<file path="src/rtl/cp0_regs.sv">
// cp0_regs: MIPS coprocessor-0 register file.
//   Latches exception state (EPC, Cause, Status.EXL, BadVAddr), services
//   MTC0 writes / MFC0 reads and runs the Count/Compare timer.
// Ports:
//   clk, rst             clock, synchronous active-high reset
//   we_i, waddr_i, data_i MTC0 write port (M stage)
//   raddr_i, data_o      MFC0 read port (combinational)
//   int_i                external hardware interrupt lines
//   excepttype_i         exception code (0 = none, 0xe = eret)
//   current_inst_addr_i  PC of the M-stage instruction
//   is_in_delayslot_i    M-stage instruction sits in a delay slot
//   bad_addr_i           faulting address for address-error exceptions
//   count_o .. badvaddr_o register contents for the exception logic
//   timer_int_o          timer interrupt pending
module cp0_regs #(
    parameter logic [31:0] PRID_VALUE   = 32'h00004220,
    parameter logic [31:0] CONFIG_VALUE = 32'h00008000
) (
    input  logic        clk,
    input  logic        rst,
    input  logic        we_i,
    input  logic [4:0]  waddr_i,
    input  logic [4:0]  raddr_i,
    input  logic [31:0] data_i,
    input  logic [5:0]  int_i,
    input  logic [31:0] excepttype_i,
    input  logic [31:0] current_inst_addr_i,
    input  logic        is_in_delayslot_i,
    input  logic [31:0] bad_addr_i,
    output logic [31:0] data_o,
    output logic [31:0] count_o,
    output logic [31:0] compare_o,
    output logic [31:0] status_o,
    output logic [31:0] cause_o,
    output logic [31:0] epc_o,
    output logic [31:0] badvaddr_o,
    output logic        timer_int_o
);

    localparam logic [4:0] REG_BADVADDR = 5'd8;
    localparam logic [4:0] REG_COUNT    = 5'd9;
    localparam logic [4:0] REG_COMPARE  = 5'd11;
    localparam logic [4:0] REG_STATUS   = 5'd12;
    localparam logic [4:0] REG_CAUSE    = 5'd13;
    localparam logic [4:0] REG_EPC      = 5'd14;
    localparam logic [4:0] REG_PRID     = 5'd15;
    localparam logic [4:0] REG_CONFIG   = 5'd16;

    logic tick;
    logic exc_taken;
    logic eret;
    logic mtc0;

    // Any exception or eret in the M stage squashes the MTC0 in that cycle.
    always_comb begin
        eret      = (excepttype_i == 32'he);
        exc_taken = (excepttype_i != '0) && !eret;
        mtc0      = we_i && (excepttype_i == '0);
    end

    always_ff @(posedge clk) begin
        if (rst) begin
            tick        <= 1'b0;
            count_o     <= '0;
            compare_o   <= '0;
            status_o    <= 32'h0040_0000;
            cause_o     <= '0;
            epc_o       <= '0;
            badvaddr_o  <= '0;
            timer_int_o <= 1'b0;
        end else begin
            tick <= ~tick;

            if (mtc0 && waddr_i == REG_COUNT)
                count_o <= data_i;
            else if (tick)
                count_o <= count_o + 32'd1;

            // Writing Compare acknowledges the timer; that beats a same-cycle match.
            if (mtc0 && waddr_i == REG_COMPARE) begin
                compare_o   <= data_i;
                timer_int_o <= 1'b0;
            end else if (compare_o != '0 && count_o == compare_o) begin
                timer_int_o <= 1'b1;
            end

            cause_o[15]    <= int_i[5] | timer_int_o;
            cause_o[14:10] <= int_i[4:0];

            if (exc_taken) begin
                // Nested exceptions keep the original return address and BD.
                if (!status_o[1]) begin
                    epc_o       <= is_in_delayslot_i ? current_inst_addr_i - 32'd4
                                                     : current_inst_addr_i;
                    cause_o[31] <= is_in_delayslot_i;
                end
                status_o[1]  <= 1'b1;
                cause_o[6:2] <= (excepttype_i == 32'd1) ? 5'd0 : excepttype_i[4:0];
                if (excepttype_i == 32'd4 || excepttype_i == 32'd5)
                    badvaddr_o <= bad_addr_i;
            end else if (eret) begin
                status_o[1] <= 1'b0;
            end else if (mtc0) begin
                case (waddr_i)
                    REG_STATUS: begin
                        status_o[15:8] <= data_i[15:8];
                        status_o[1:0]  <= data_i[1:0];
                    end
                    REG_CAUSE: cause_o[9:8] <= data_i[9:8];
                    REG_EPC:   epc_o        <= data_i;
                    default: ;
                endcase
            end
        end
    end

    always_comb begin
        data_o = '0;
        case (raddr_i)
            REG_BADVADDR: data_o = badvaddr_o;
            REG_COUNT:    data_o = count_o;
            REG_COMPARE:  data_o = compare_o;
            REG_STATUS:   data_o = status_o;
            REG_CAUSE:    data_o = cause_o;
            REG_EPC:      data_o = epc_o;
            REG_PRID:     data_o = PRID_VALUE;
            REG_CONFIG:   data_o = CONFIG_VALUE;
            default:      data_o = '0;
        endcase
    end

endmodule

</file>
<file path="config.mk">
export PLATFORM = sky130hd
export DESIGN_NAME = cp0_regs
export DESIGN_NICKNAME = d
export VERILOG_FILES = /design/src/rtl/cp0_regs.sv
export SDC_FILE = /design/constraint.sdc
export NUM_CORES = 1
export LEC_CHECK = 0
export BUFFER_PORTS_ARGS = -buffer_cell sky130_fd_sc_hd__clkbuf_2
export CAP_MARGIN = 20
export CORE_UTILIZATION = 40
export CTS_CLUSTER_DIAMETER = 80
export DETAILED_ROUTE_END_ITERATION = 6
export GPL_ROUTABILITY_DRIVEN = 0
export PLACE_DENSITY = 0.69
export SETUP_SLACK_MARGIN = 0.15
export SLEW_MARGIN = 25
export SYNTH_ARGS = -nofsm -noshare
export SYNTH_HDL_FRONTEND = slang
export SYNTH_SLANG_ARGS = --single-unit
</file>
<file path="constraint.sdc">
create_clock -name clk -period 2.69 [get_ports clk]
set_input_delay 0.1345 -clock clk [delete_from_list [all_inputs] [get_ports clk]]
set_output_delay 0.1345 -clock clk [all_outputs]
set_load 0.05 [all_outputs]
</file>
# Word-level counts from Yosys, hierarchy flattened

Index checks and enable logic that the tools add are counted.

Bits in registers: 154
Bits of input ports: 148
Output and inout bits: 225
Word-level logic and storage cells: 75

Reduce and logical (&&, ||, !) cells: 22
Bitwise logic cells: 5
Multiplexer cells: 14
Add/subtract/negate cells: 2
Eq/ne operators: 20

Operators by type and width:

| cell                    | number |
|---|---|
| $mux W32                | 8 |
| $pmux W32 S8            | 1 |
| $eq A32 B3 Y1 const B   | 2 |
| $reduce_bool A32 Y1     | 2 |
| $eq A5 B4 Y1 const B    | 12 |
| $add A32 B1 Y32 const B | 1 |
| $eq A32 B1 Y1 const B   | 1 |
| $eq A32 B32 Y1          | 1 |
| $eq A32 B4 Y1 const B   | 1 |
| $logic_not A32 Y1       | 1 |
| $sub A32 B3 Y32 const B | 1 |
| $reduce_and A4 Y1       | 3 |
| $reduce_and A2 Y1       | 3 |
| $reduce_bool A2 Y1      | 3 |
| $reduce_bool A3 Y1      | 2 |
| $eq A5 B5 Y1 const B    | 1 |
| $logic_and A1 B1 Y1     | 5 |
| $mux W5                 | 1 |
| $mux W2                 | 2 |
| $ne A2 B2 Y1 const B    | 2 |
| $not A1 Y1              | 4 |
| $mux W1                 | 2 |
| $reduce_or A2 Y1        | 1 |
| $logic_not A1 Y1        | 1 |
| other kinds (2)         | 2 |

# Logic depth before layout (Yosys ltp)

Gate-level depths: netlist (run 1).

Depth after elaboration: 5
Depth in mapped cells: 9
Depth with buffers taken out: 8

# Worst setup path before layout (run 1)

Ideal clock, no wire load.

Path type: register to output
Start: register count_o[26]
End: output data_o[26]
Required time: 2.556 ns
Path buffers: 1
Cell stages (with the launch flop): 5
Path slack: 0.306 ns
Arrival time: 2.250 ns
Cells stage by stage: dfxtp_1 clkbuf_1 mux2_2 a22oi_1 o21ai_0

Longest elaborated chain between the ends: 1

Ends and longest elaborated chain:

| element                | line | text |
|---|---|---|
| start, declared        | 31   | `output logic [31:0] count_o,` |
| start signal, assigned | 75   | `count_o <= data_i;` |
| start signal, assigned | 77   | `count_o <= count_o + 32'd1;` |
| $pmux W32 S8           | 119  | `case (raddr_i)` |
| end, declared          | 30   | `output logic [31:0] data_o,` |

No other way between the ends.

# Final worst setup path (run 1)

Start: input excepttype_i[0]
End: register compare_o[28]

Longest elaborated chain between the ends: 3

Ends and longest elaborated chain:

| element              | line | text |
|---|---|---|
| start, declared      | 26   | `input logic [31:0] excepttype_i,` |
| $logic_not A32 Y1    | 58   | `mtc0 = we_i && (excepttype_i == '0);` |
| $logic_and A1 B1 Y1  | 58   |  |
| $logic_and A1 B1 Y1  | 80   | `if (mtc0 && waddr_i == REG_COMPARE) begin` |
| end signal, assigned | 81   | `compare_o <= data_i;` |
| end, declared        | 32   | `output logic [31:0] compare_o,` |

No other way between the ends.
A chain may end at the register's enable or synchronous reset.

==> results of run 1 <==
[cell type report]
type,count,area [µm²],area share (%)
flip-flops and latches,154,3080,26.2
multi-input cells,842,5260,44.7
repair buffers,412,2470,21.0
well taps,275,344,2.93
clock buffers,24,492,4.18
clock inverters,6,87.6,0.745
inverters,5,18.8,0.160
[power by group]
| group | switching (mW) | total [mW] | leakage [nW] | internal, mW |
|---|---|---|---|---|
| Combinational | 0.583 | 0.830 | 4.05 | 0.247 |
| Sequential | 0.0469 | 2.37 | 1.25 | 2.32 |
| Clock | 0.965 | 2.42 | 0.287 | 1.46 |
[Yosys cell counts, drive strengths merged (2+ instances only)]
master and instances:
nand3 34, xor2 56, nand4b 4, buf 60, xnor2 34, mux2i 54, clkbuf 55, or4 7
and3 7, nor2 119, conb 2, nor3b 2, mux2 14, nor4b 2, nand2 157, nand4 16
or3 7, o211ai 12, a222oi 2, nor3 13, a211o 10, a211oi 33, a22oi 49, nand2b 4
ha 2, and4 9, a311oi 2, o21ai 29, a21oi 62, dfxtp 154, inv 5, nor2b 6
nand3b 9, nor4 37
[logic make-up (layout without fill, tap and decap cells)]
| group | after synthesis | after routing | share of synthesized area (%) |
|---|---|---|---|
| compound gates | 206 | 206 | 16.5 |
| xor+xnor | 90 | 90 | 8.94 |
| fa+ha+maj | 2 | 2 | 0.284 |
| buf+inv | 120 | 447 | 7.29 |
| flops | 154 | 154 | 35.0 |
| mux | 68 | 68 | 7.92 |
| other cells | 2 | 40 | 0.0852 |
| simple gates | 436 | 436 | 24.0 |
[per-layer routing]
layer  vias to the layer above  global-route usage, %  part of all wire, %
li1                       4465                      -                    -
met1                      4596                   43.5                   42
met2                       585                   47.9                   45
met3                        95                   6.94                  9.6
met4                         0                   13.5                  3.8
met5                         -                      0                    0
[state kept, by name, indices dropped and copies added (netlist names)]
name         flops
badvaddr_o      32
compare_o       32
count_o         32
epc_o           32
cause_o         14
status_o        10
tick             1
timer_int_o      1
[worst reg2reg max path: cells and delay by family, from the launching register on]
kind | cells | cell delay (ps)
xor gates and xnor gates | 1 | 170
DFF | 1 | 480
and+or+nand+nor | 3 | 880
adders and majority gates | 1 | 290
AOI/OAI and AO/OA | 1 | 210
[path summary, 6_finish.rpt]
path	endpoint	cells past startpoint
max	compare_o[28]$_SDFFE_PP0P_	9
min	compare_o[31]$_SDFFE_PP0P_	3
max reg2reg	count_o[20]$_SDFFE_PP0P_	6
min reg2reg	badvaddr_o[20]$_SDFFE_PP0P_	2
[timing repair]
action,CTS,global route
gates resized for setup,0,2
setup endpoints to repair,0,14
hold endpoints to repair,44,0
hold buffers,44,0
==> run metrics, run 1 <==
Fin Clk Skew=9.26 ps; area post-placement=0.0107 mm²; CTS sink cnt=154; die height=150 µm; critical path cell sequence=dlygate4sd3_1 -> clkbuf_2 -> or4_4 -> nor3_2 -> and4_2 -> nand4b_1 -> buf_4 -> mux2i_1 -> nor2_1; sequential cell area fraction in the yosys report=35.0%; total number of yosys warnings=0; fin util=55.2%; Cell Area, Synth=0.00882 mm²; Max IR drop VDD=465 µV; TritonCTS clock tree=yes; H-tree levels=4; postcts setup bufs=0; nets=1,582; WP data required=2990 ps; Setup Viol. Count Final=0; Die Area=0.0226 mm²; CTS clk-pin slew, worst paths=60 ps; cell area after layout=0.0118 mm²; Reg-to-Reg Start=count_o[1]$_SDFFE_PP0P_; share of the synthesized area in the top cell type=35.0%; initial antenna violation count=0; core area=0.0213 mm²; Chip Width=150 µm; I/O pin count=373; Sum Neg Setup Slack=0 ps; P_leak=5.59 nW; RSZ-0062 raised after global routing=no; post-synth cell types=55; Root Driver=clkbuf_16; ys async rst share=0%; CP Data Arrival Time=2730 ps; total CTS buffers=17; crit path kind=input port to flip-flop; Starting Density=41.4%; Max-slew headroom=52.9%; fillers=1,951; worst hold slack=43.0 ps; Tmin final=2430 ps; top cell type by total area after synthesis=dfxtp_1; slowest CP cell=or4_4; Placed Cells=1,644; cells after synthesis=1,078; WL/cell=21.3 µm; drt drc=0; Max-Cap Viols=0; status=completed; Worst Setup SP=excepttype_i[0]; pre-CTS setup slack=317 ps; Tcrit/Tclk final=90.2%; post-route ant nets=0; syn avg cell area=8.18 µm²; Layout area overhead=33.3%; post-route setup slack=264 ps; CP Launch Type=input port; pwr dens=478 mW/mm²; r2r setup slk=580 ps; Top FF cell, synth=dfxtp_1; count of final max-slew check failures=0; initial DRC count=1,065; most frequent cells in the layout=clkbuf_2, nand2_1, dfxtp_1, nor2_1, a21oi_1; crit path max fanout=28; final wirelength=36,500 µm; most common cell after layout, fill and taps aside=clkbuf_2; Detailed Place HPWL=27,800 µm; Tot GR Track Use=31.8%; type of the worst min-delay path=input port to flip-flop; Vias=9,741; synth top area cells=dfxtp_1, nand2_1, mux2i_1; Max Freq=412 MHz; antenna cell count=0; Hold Vio Cnt, Final=0; Worst Path Buf+Inv=3; #FFs+latches synth=154; first-pass GRT wire length=53,100 µm; worst-skew pair later-pin latency=430 ps; pin count of the biggest net entering global routing=61; Least-Margin Pin Slew=706 ps; drt pass-1 iters=6; Non-Filler Instances=1,718; number of global-route vias before repair=8,797; Via density=5.67; layout cells sized above 1=31.1%; slowest stage delay, CP=580 ps; FP Rows=53; CP top delay family=simple AND/OR/NAND/NOR gates; number of port buffers=332; Total Power=5.62 mW; number of flops mapped to enable cells by yosys=0; Hold Crit Start=data_i[31]; GR Overflow Total=0; CP endpoint kind=flip-flop; Clock Path Buffers=2
No activity file was read; power rests on OpenSTA's default activity.
==> inputs of run 2 (changes only) <==
--- a/config.mk
+++ b/config.mk
@@ -14,4 +14,5 @@
 export PLACE_DENSITY = 0.69
 export SETUP_SLACK_MARGIN = 0.15
+export SKIP_CTS_REPAIR_TIMING = 1
 export SLEW_MARGIN = 25
 export SYNTH_ARGS = -nofsm -noshare
==> constraint.sdc (replaced) <==
create_clock -name clk -period 2.69 [get_ports clk]
set_input_delay 0.1345 -clock clk [delete_from_list [all_inputs] [get_ports clk]]
set_output_delay 0.1345 -clock clk [all_outputs]
set_load 0.005 [all_outputs]
==> run 2 against run 1 <==
The run now ends with hold timing left. Power decreased by 4.1%. Sequential cell count unchanged. Cell count down 0.17%. First-iteration DRC count is 20% lower. Largest cell class unchanged. Highest routed layer unchanged.
==> run metrics, run 2 (synthesis results as in run 1) <==
status=complete, but fails checks; failing checks=hold timing; WP data required=3030 ps (+40 ps); H-tree levels=4 (unchanged); first-pass GRT wire length=52,600 µm (-1.1%); fin util=54.6% (-0.56 points); Starting Density=41.4% (unchanged); Sum Neg Setup Slack=0 ps (unchanged); CTS sink cnt=154 (unchanged); Non-Filler Instances=1,715 (-0.17%); Least-Margin Pin Slew=679 ps (-26.8 ps); Hold Vio Cnt, Final=1 (+1); Fin Clk Skew=8.30 ps (-0.958 ps); die height=150 µm (unchanged); I/O pin count=373 (unchanged); slowest CP cell=dfxtp_1; final wirelength=36,200 µm (-1.0%); initial antenna violation count=0 (unchanged); Tmin final=2270 ps (-152 ps); post-route ant nets=0 (unchanged); CP endpoint kind=flip-flop; pwr dens=463 mW/mm² (-3.1%); Max-slew headroom=54.7% (+1.8 points); Max Freq=440 MHz (+6.7%); slowest stage delay, CP=480 ps (-100 ps); Root Driver=clkbuf_16; P_leak=5.54 nW (-0.88%); P_sw=1.35 mW (-15%); sw frac=25.0% (-3.3 points); CP most frequent cell=and4_1; Clock power frac=45.8% (+2.7 points); Max-Cap Viols=0 (unchanged); pin count of the biggest net entering global routing=61 (unchanged); Vias=9,584 (-1.6%); layout cells sized above 1=31.2% (+0.065 points); TritonCTS clock tree=yes; antenna cell count=0 (unchanged); Chip Width=150 µm (unchanged); initial DRC count=855 (-20%); most frequent cells in the layout=clkbuf_2, nand2_1, dfxtp_1, nor2_1, a21oi_1; cell area after layout=0.0116 mm² (-1.0%); Placed Cells=1,643 (-0.061%); Tcrit/Tclk final=84.5% (-5.7 points); CP Launch Type=flip-flop; WL/cell=21.1 µm (-0.83%); number of global-route vias before repair=8,640 (-1.8%); area post-placement=0.0106 mm² (-0.86%); crit path kind=flip-flop to flip-flop; worst hold slack=-13.4 ps (-56.3 ps); Die Area=0.0226 mm² (unchanged); post-route setup slack=417 ps (+152 ps); most common cell after layout, fill and taps aside=clkbuf_2; Tot GR Track Use=31.2% (-0.54 points); Setup Viol. Count Final=0 (unchanged); number of port buffers=332 (unchanged); fillers=1,993 (+2.2%); RSZ-0062 raised after global routing=no; Detailed Place HPWL=27,700 µm (-0.35%); Total Power=5.39 mW (-4.1%); drt drc=0 (unchanged); crit path max fanout=9 (-68%); Via density=5.59 (-1.4%); critical path cell sequence=and4_1 -> nand4_1 -> nor2_1 -> and4_1 -> xnor2_1 -> a211oi_1; total CTS buffers=17 (unchanged); Layout area overhead=31.9%; Clock Path Buffers=2 (unchanged); Max IR drop VDD=442 µV (-5.0%); Combinational Power Share=10.3% (-4.5 points); Reg power frac=44.0% (+1.8 points); drt pass-1 iters=5 (-1); GR Overflow Total=0 (unchanged); nets=1,577 (-0.32%); FP Rows=53 (unchanged); CP Data Arrival Time=2610 ps (-120 ps); internal power=4.04 mW (+0.29%); pre-CTS setup slack=324 ps (+7.06 ps); count of final max-slew check failures=0 (unchanged); type of the worst min-delay path=input port to flip-flop; worst-skew pair later-pin latency=430 ps (about the same); CTS clk-pin slew, worst paths=60 ps (about the same); core area=0.0213 mm² (unchanged)
run 2: routing by layer:
layer,global-route usage [%],up-vias,routed length [µm]
li1,-,4453,-
met2,47.0,494,16200
met5,0,-,0
met4,11.0,0,1090
met1,43.1,4559,15900
met3,7.76,78,3040
run 2: final timing paths:
path / start / to / slack [ps] / depth (start not counted)
setup / recovery: count_o[10]$_SDFFE_PP0P_ / count_o[23]$_SDFFE_PP0P_ / 420 / 6
hold reg to reg: epc_o[5]$_SDFFE_PP0P_ / epc_o[5]$_SDFFE_PP0P_ / 470 / 2
setup reg to reg: count_o[10]$_SDFFE_PP0P_ / count_o[23]$_SDFFE_PP0P_ / 420 / 6
hold / removal: bad_addr_i[12] / badvaddr_o[12]$_SDFFE_PP0P_ / -10 / 3
run 2: power groups by stage:
stage | clock network, mW | registers [mW] | logic, mW
global route | 2.58 | 2.37 | 0.595
floorplan | 0 | 2.41 | 0.249
finish | 2.47 | 2.37 | 0.554
CTS | 2.48 | 2.37 | 0.496
global placement | 0 | 2.42 | 0.490
detailed placement | 0 | 2.42 | 0.494
run 2: final cells by class:
type                    instances  area [µm²]  area share (%)
inverters                       5        18.8           0.161
flip-flops and latches        154        3080            26.5
repair buffers                407        2340            20.1
multi-input cells             842        5250            45.1
well taps                     275         344            2.96
clock inverters                12         149            1.28
clock buffers                  20         447            3.84
run 2: worst max-delay path: cells and delay by family (launching register included):
kind	cells	cell delay, ps
flip-flops	1	480
AND/OR/NAND/NOR	4	1400
AO/OA/AOI/OAI	1	240
XOR/XNOR	1	70
